## src/rtl/exc_commit_ctrl.sv

```systemverilog
// Exception/ERET commit sequencer: walks the CP0 updates (EPC, BadVAddr,
// Cause, Status) one write per cycle, then flushes and redirects fetch.
module exc_commit_ctrl (
  input  logic        clk,
  input  logic        resetn,
  input  logic        exc_valid,
  input  logic [4:0]  exc_code,
  input  logic [31:0] pc_in,
  input  logic [31:0] badvaddr_in,
  input  logic        in_delay_slot,
  input  logic [31:0] cp0_status,
  input  logic [31:0] cp0_cause,
  input  logic [31:0] cp0_epc,
  output logic        cp0_we,
  output logic [4:0]  cp0_waddr,
  output logic [31:0] cp0_wdata,
  output logic        stall_req,
  output logic        flush,
  output logic        redirect_valid,
  output logic [31:0] redirect_pc,
  output logic        busy
);

  typedef enum logic [2:0] {
    IDLE    = 3'd0,
    W_EPC   = 3'd1,
    W_BADV  = 3'd2,
    W_CAUSE = 3'd3,
    W_STAT  = 3'd4,
    REDIR   = 3'd5
  } state_t;

  localparam logic [4:0]  CODE_ADEL  = 5'h04;
  localparam logic [4:0]  CODE_ADES  = 5'h05;
  localparam logic [4:0]  CODE_ERET  = 5'h1f;
  localparam logic [4:0]  ADDR_BADV  = 5'd8;
  localparam logic [4:0]  ADDR_STAT  = 5'd12;
  localparam logic [4:0]  ADDR_CAUSE = 5'd13;
  localparam logic [4:0]  ADDR_EPC   = 5'd14;
  localparam logic [31:0] EXC_VEC    = 32'hbfc0_0380;

  state_t      state;
  logic [4:0]  code_q;
  logic [31:0] pc_q;
  logic [31:0] badv_q;
  logic        bd_q;
  logic        exl_q;
  logic        is_eret;
  logic        bd_next;
  logic        unused_cause;

  assign is_eret      = (code_q == CODE_ERET);
  // Cause.ExcCode is overwritten, so the incoming field is never read
  assign unused_cause = ^cp0_cause[6:2];
  // A nested exception keeps the original Cause.BD along with the original EPC
  assign bd_next      = exl_q ? cp0_cause[31] : bd_q;

  always_ff @(posedge clk or negedge resetn) begin
    if (!resetn) begin
      state  <= IDLE;
      code_q <= '0;
      pc_q   <= '0;
      badv_q <= '0;
      bd_q   <= 1'b0;
      exl_q  <= 1'b0;
    end else begin
      case (state)
        IDLE: if (exc_valid) begin
          code_q <= exc_code;
          pc_q   <= pc_in;
          badv_q <= badvaddr_in;
          bd_q   <= in_delay_slot;
          exl_q  <= cp0_status[1];
          state  <= (exc_code == CODE_ERET) ? W_STAT : W_EPC;
        end
        W_EPC:   state <= (code_q == CODE_ADEL || code_q == CODE_ADES) ? W_BADV : W_CAUSE;
        W_BADV:  state <= W_CAUSE;
        W_CAUSE: state <= W_STAT;
        W_STAT:  state <= REDIR;
        REDIR:   state <= IDLE;
        default: state <= IDLE;
      endcase
    end
  end

  assign busy      = (state != IDLE);
  assign stall_req = busy | (exc_valid & resetn);

  always_comb begin
    cp0_we         = 1'b0;
    cp0_waddr      = '0;
    cp0_wdata      = '0;
    flush          = 1'b0;
    redirect_valid = 1'b0;
    redirect_pc    = '0;
    case (state)
      W_EPC: if (!exl_q) begin
        cp0_we    = 1'b1;
        cp0_waddr = ADDR_EPC;
        cp0_wdata = bd_q ? (pc_q - 32'd4) : pc_q;
      end
      W_BADV: begin
        cp0_we    = 1'b1;
        cp0_waddr = ADDR_BADV;
        cp0_wdata = badv_q;
      end
      W_CAUSE: begin
        cp0_we    = 1'b1;
        cp0_waddr = ADDR_CAUSE;
        cp0_wdata = {bd_next, cp0_cause[30:7], code_q, cp0_cause[1:0]};
      end
      W_STAT: begin
        cp0_we    = 1'b1;
        cp0_waddr = ADDR_STAT;
        cp0_wdata = {cp0_status[31:2], ~is_eret, cp0_status[0]};
      end
      REDIR: begin
        flush          = 1'b1;
        redirect_valid = 1'b1;
        redirect_pc    = is_eret ? cp0_epc : EXC_VEC;
      end
      default: ;
    endcase
  end

endmodule
```

## config.mk

```make
export PLATFORM = sky130hd
export DESIGN_NAME = exc_commit_ctrl
export DESIGN_NICKNAME = d
export VERILOG_FILES = /design/src/rtl/exc_commit_ctrl.sv
export SDC_FILE = /design/constraint.sdc
export NUM_CORES = 1
export LEC_CHECK = 0
export CORE_MARGIN = 5
export CORE_UTILIZATION = 40
export DETAILED_ROUTE_END_ITERATION = 10
export PLACE_DENSITY = 0.82
export SLEW_MARGIN = 20
export SYNTH_ARGS = -nofsm -noshare
export SYNTH_HDL_FRONTEND = slang
export SYNTH_SLANG_ARGS = --single-unit
export TNS_END_PERCENT = 100
```

## constraint.sdc

```tcl
create_clock -name clk -period 5.4 [get_ports clk]
set_input_delay 1.35 -clock clk [delete_from_list [all_inputs] [get_ports clk]]
set_output_delay 1.35 -clock clk [all_outputs]
set_load 0.005 [all_outputs]
```

==> impl_metrics.yaml <==
synthesis:
  synth.yosys.warnings: 0
  synth_top_area_cell: "sky130_fd_sc_hd__dfrtp_1"
  avgSynthCellArea_um2: 10.40
  async_flop_share_pct: 100.0
  synth.top_cells.by_area: "sky130_fd_sc_hd__dfrtp_1, sky130_fd_sc_hd__mux2_2, sky130_fd_sc_hd__mux2i_1, sky130_fd_sc_hd__o221ai_1, sky130_fd_sc_hd__nand2_1"
  synth-edff-count: 0
  synth_compound_area_share_pct: 10.94
  synth_most_common_cell: "sky130_fd_sc_hd__dfrtp_1"
  synthesis.area_mm2: 0.004587
  synthMuxAreaShare_pct: 23.43
  synth_cell_type_count: 44
  postSynthCellCount: 441
  basic_gate_share_of_the_synthesized_area_counting_and_or_nand_and_nor_cells_pct: 15.96
  synth_top_family_by_area: "multiplexers"
  synth_fp_nets: 611
  synth_seq_cells: 74
  post-synth-top-area-fraction_pct: 40.37
  synth_sequential_area_ratio_pct: 40.37
  synthXorXnorAreaFrac_pct: 5.346
  post_synth_most_frequent_cells: "sky130_fd_sc_hd__dfrtp_1, sky130_fd_sc_hd__mux2_2, sky130_fd_sc_hd__nand2_1"
  synth_ff_type: "sky130_fd_sc_hd__dfrtp_1"
  synth_adder_area_share_pct: 0.2728
cts:
  cts_max_level: 3
  post_cts.repair.setup_buffers: 0
  clock_tree.buffer_depth: 2
  cts_resized: 0
  clkSinkCount: 74
  tritoncts.num_buffers: 9
  cts.reportedPaths.clkPinSlew_ns: 0.06
  clk-insertion-delay-late_ns: 0.33
  cts_tree: "done"
  ctsRootBufferMaster: "sky130_fd_sc_hd__clkbuf_16"
  hold_buffers: 0
setup_path:
  r2r_slack_ns: 2.59
  critical_path.reg2reg.startpoint: "state[0]"
  worstSetupStartpointType: "flip-flop"
  worstSetupEndpointType: "primary output"
  crit_fanout: 6
  worst_r2r_endpoint: "pc_q[19]"
  critical_path.max_stage_delay_ns: 0.75
  crit_path_top_delay_cell: "sky130_fd_sc_hd__or4b_2"
  ff2ff_path_depth: 6
  critical_path.cell_chain: "or4b_2 -> nor4_4 -> nand3_1 -> xor2_1 -> o221ai_1 -> clkdlybuf4s50_1"
  critPathRequiredTime_ns: 4.05
  worst-endpoint-arrival_ns: 3.13
  timing.setup.critical_path_class: "reg -> out"
finish:
  final_layout_size_suffix_gt1_share_pct: 16.02
  insertedDiodeCount: 0
  area_delta_synth_final_pct: 60.01
  design.final.nets: 833
run:
  timing.max_cap.violations: 0
route:
  drtPass1Iterations: 4
  post_detailed_route_via_to_cell_ratio: 5.337
  detailedRoute.firstIterationViolations: 433
  number_of_routed_nets_with_antenna_violations: 0
  wire_per_inst_um: 20.57
  wl_mm: 16.68
  via_count: 4328
  drc: 0
timing:
  grt_setup_unrepaired: "no"
  fraction_of_the_cycle_the_final_worst_path_needs_pct: 82.89
  timing.final.setup_violations: 0
  totalNegativeSetupSlack_ns: 0
  min_period_ns: 4.476
  slew_at_the_pin_closest_to_its_max_slew_limit_ns: 0.9455
  maxSlewHeadroom_pct: 36.73
  max_clock_freq_ghz: 0.2234
  drv_slew: 0
  setup_ws_ns: 0.9240
  finClkSkew_ns: 0.004599
  hold_viol_final: 0
grt:
  grt_pass1_vias: 4469
  grt_total_usage_pct: 24.09
  grt_pass1_wl_mm: 25.12
  grt_max_degree: 65
  grt_antenna_before_repair: 0
  globalRouteOverflowTotal: 0
worst_hold_path:
  hold_path_depth: 1
  hold_path_end: "badv_q[2]"
  holdCritPathClass: "reg -> reg"
  holdCritStartpoint: "badv_q[2]"
floorplanning:
  core_area_mm2: 0.01132
  die_w_um: 117.1
  die_height_um: 117.1
  floorplan.io_pins: 243
  die-area_mm2: 0.01371
  floorplan.initialDensity_pct: 40.52
  rows: 39
power:
  p_leak_nw: 2.814
  p_total_mw: 3.586
  pwr_density_cell_mw_per_mm2: 488.5
  worst_ir_drop_vdd_v: 0.0003065
placed_design:
  routabilityCongestion: 0.9247
  hpwl_mm: 13.14
  pre_cts_ws_ns: 1.204
  port_buffers: 236
outcome:
  run_status: "completed"
[cells by family (layout without fill, tap and decap cells)]
logic type | Yosys count | after routing
buf+inv | 40 | 267
simple gates | 132 | 132
other cells | 1 | 1
fa+ha+maj | 1 | 1
flops | 74 | 74
mux | 99 | 99
compound gates | 66 | 66
xor+xnor | 28 | 28
[report_power, final]
part	total, mW	internal [mW]	switching, mW	leakage (nW)
logic	1.91	1.09	0.824	1.81
clock network	0.547	0.309	0.238	0.127
registers	1.13	0.842	0.287	0.876
[worst max-delay path by stage]
stage / start / endpoint / slack (ns)
final: pc_q[6] / cp0_wdata[25] / 0.92
after detailed placement: cp0_cause[31] / cp0_wdata[31] / 1.20
after global placement: cp0_cause[31] / cp0_wdata[31] / 1.21
after floorplan: pc_q[12] / cp0_wdata[27] / 2.00
after global routing: pc_q[6] / cp0_wdata[25] / 0.72
after CTS: pc_q[12] / cp0_wdata[27] / 0.91
[per-layer routing]
metal  global-route usage (%)  part of all wire [%]  vias up
li1                         -                     -     2046
met1                    32.08                    42     2112
met2                    40.05                    50      143
met3                    5.193                   5.9       27
met4                    6.116                   2.2        0
met5                        0                     0        -
[critical path: cells and delay by family, from the launching register on]
kind,cells,cell delay (ns)
buffers and inverters,1,0.55
AOI/OAI and AO/OA,1,0.24
xor gates and xnor gates,1,0.19
DFF,1,0.46
and+or+nand+nor,3,1.34
[registers in the layout, summed over array words and instances, names as in the netlist]
signal,count
bd_q,1
code_q,5
badv_q,32
pc_q,32
state,3
exl_q,1
[placed cells by master, fill, tap and decap left out, types with 2 or more instances in the layout]
master	n
sky130_fd_sc_hd__and3_1	2
sky130_fd_sc_hd__mux2_2	67
sky130_fd_sc_hd__and2_1	20
sky130_fd_sc_hd__clkdlybuf4s50_1	235
sky130_fd_sc_hd__mux2i_1	32
sky130_fd_sc_hd__a21oi_1	6
sky130_fd_sc_hd__nor4_1	3
sky130_fd_sc_hd__nand2b_1	5
sky130_fd_sc_hd__nor3_1	8
sky130_fd_sc_hd__o221ai_1	23
sky130_fd_sc_hd__o221ai_2	2
sky130_fd_sc_hd__clkbuf_16	9
sky130_fd_sc_hd__nand2_1	40
sky130_fd_sc_hd__or4_1	5
sky130_fd_sc_hd__clkinv_2	3
sky130_fd_sc_hd__nand3b_1	3
sky130_fd_sc_hd__o21a_1	12
sky130_fd_sc_hd__o21bai_1	2
sky130_fd_sc_hd__clkinvlp_4	3
sky130_fd_sc_hd__a221o_1	2
sky130_fd_sc_hd__inv_1	8
sky130_fd_sc_hd__nor3_2	2
sky130_fd_sc_hd__nor4_4	2
sky130_fd_sc_hd__xor2_1	17
sky130_fd_sc_hd__or3_1	5
sky130_fd_sc_hd__xnor2_1	11
sky130_fd_sc_hd__nor4b_1	3
sky130_fd_sc_hd__nor2_1	16
sky130_fd_sc_hd__a22oi_1	2
sky130_fd_sc_hd__nand3_1	9
sky130_fd_sc_hd__o21ai_0	12
sky130_fd_sc_hd__buf_4	7
sky130_fd_sc_hd__dfrtp_1	73
[area by class of cell]
class,instances,area [um2]
fillers,930,3981
multi-input cells,327,2581
repair buffers,243,2425
flip-flops and latches,74,1853
clock buffers,9,225.2
well taps,143,178.9
clock inverters,7,46.29
inverters,8,30.03
[per-stage QoR]
stage                     util (%)  cell area [um2]  hold WS, ns  std cells
final                        64.83             7340       0.5069        811
after global routing         64.83             7340       0.5209        811
after CTS                    64.82             7338       0.5077        811
after detailed placement     62.42             7067       0.4954        795
after global placement       62.42             7067       0.4871        795
after floorplan                  -             4587       0.4800        441
No activity file was read; power rests on OpenSTA's default activity.
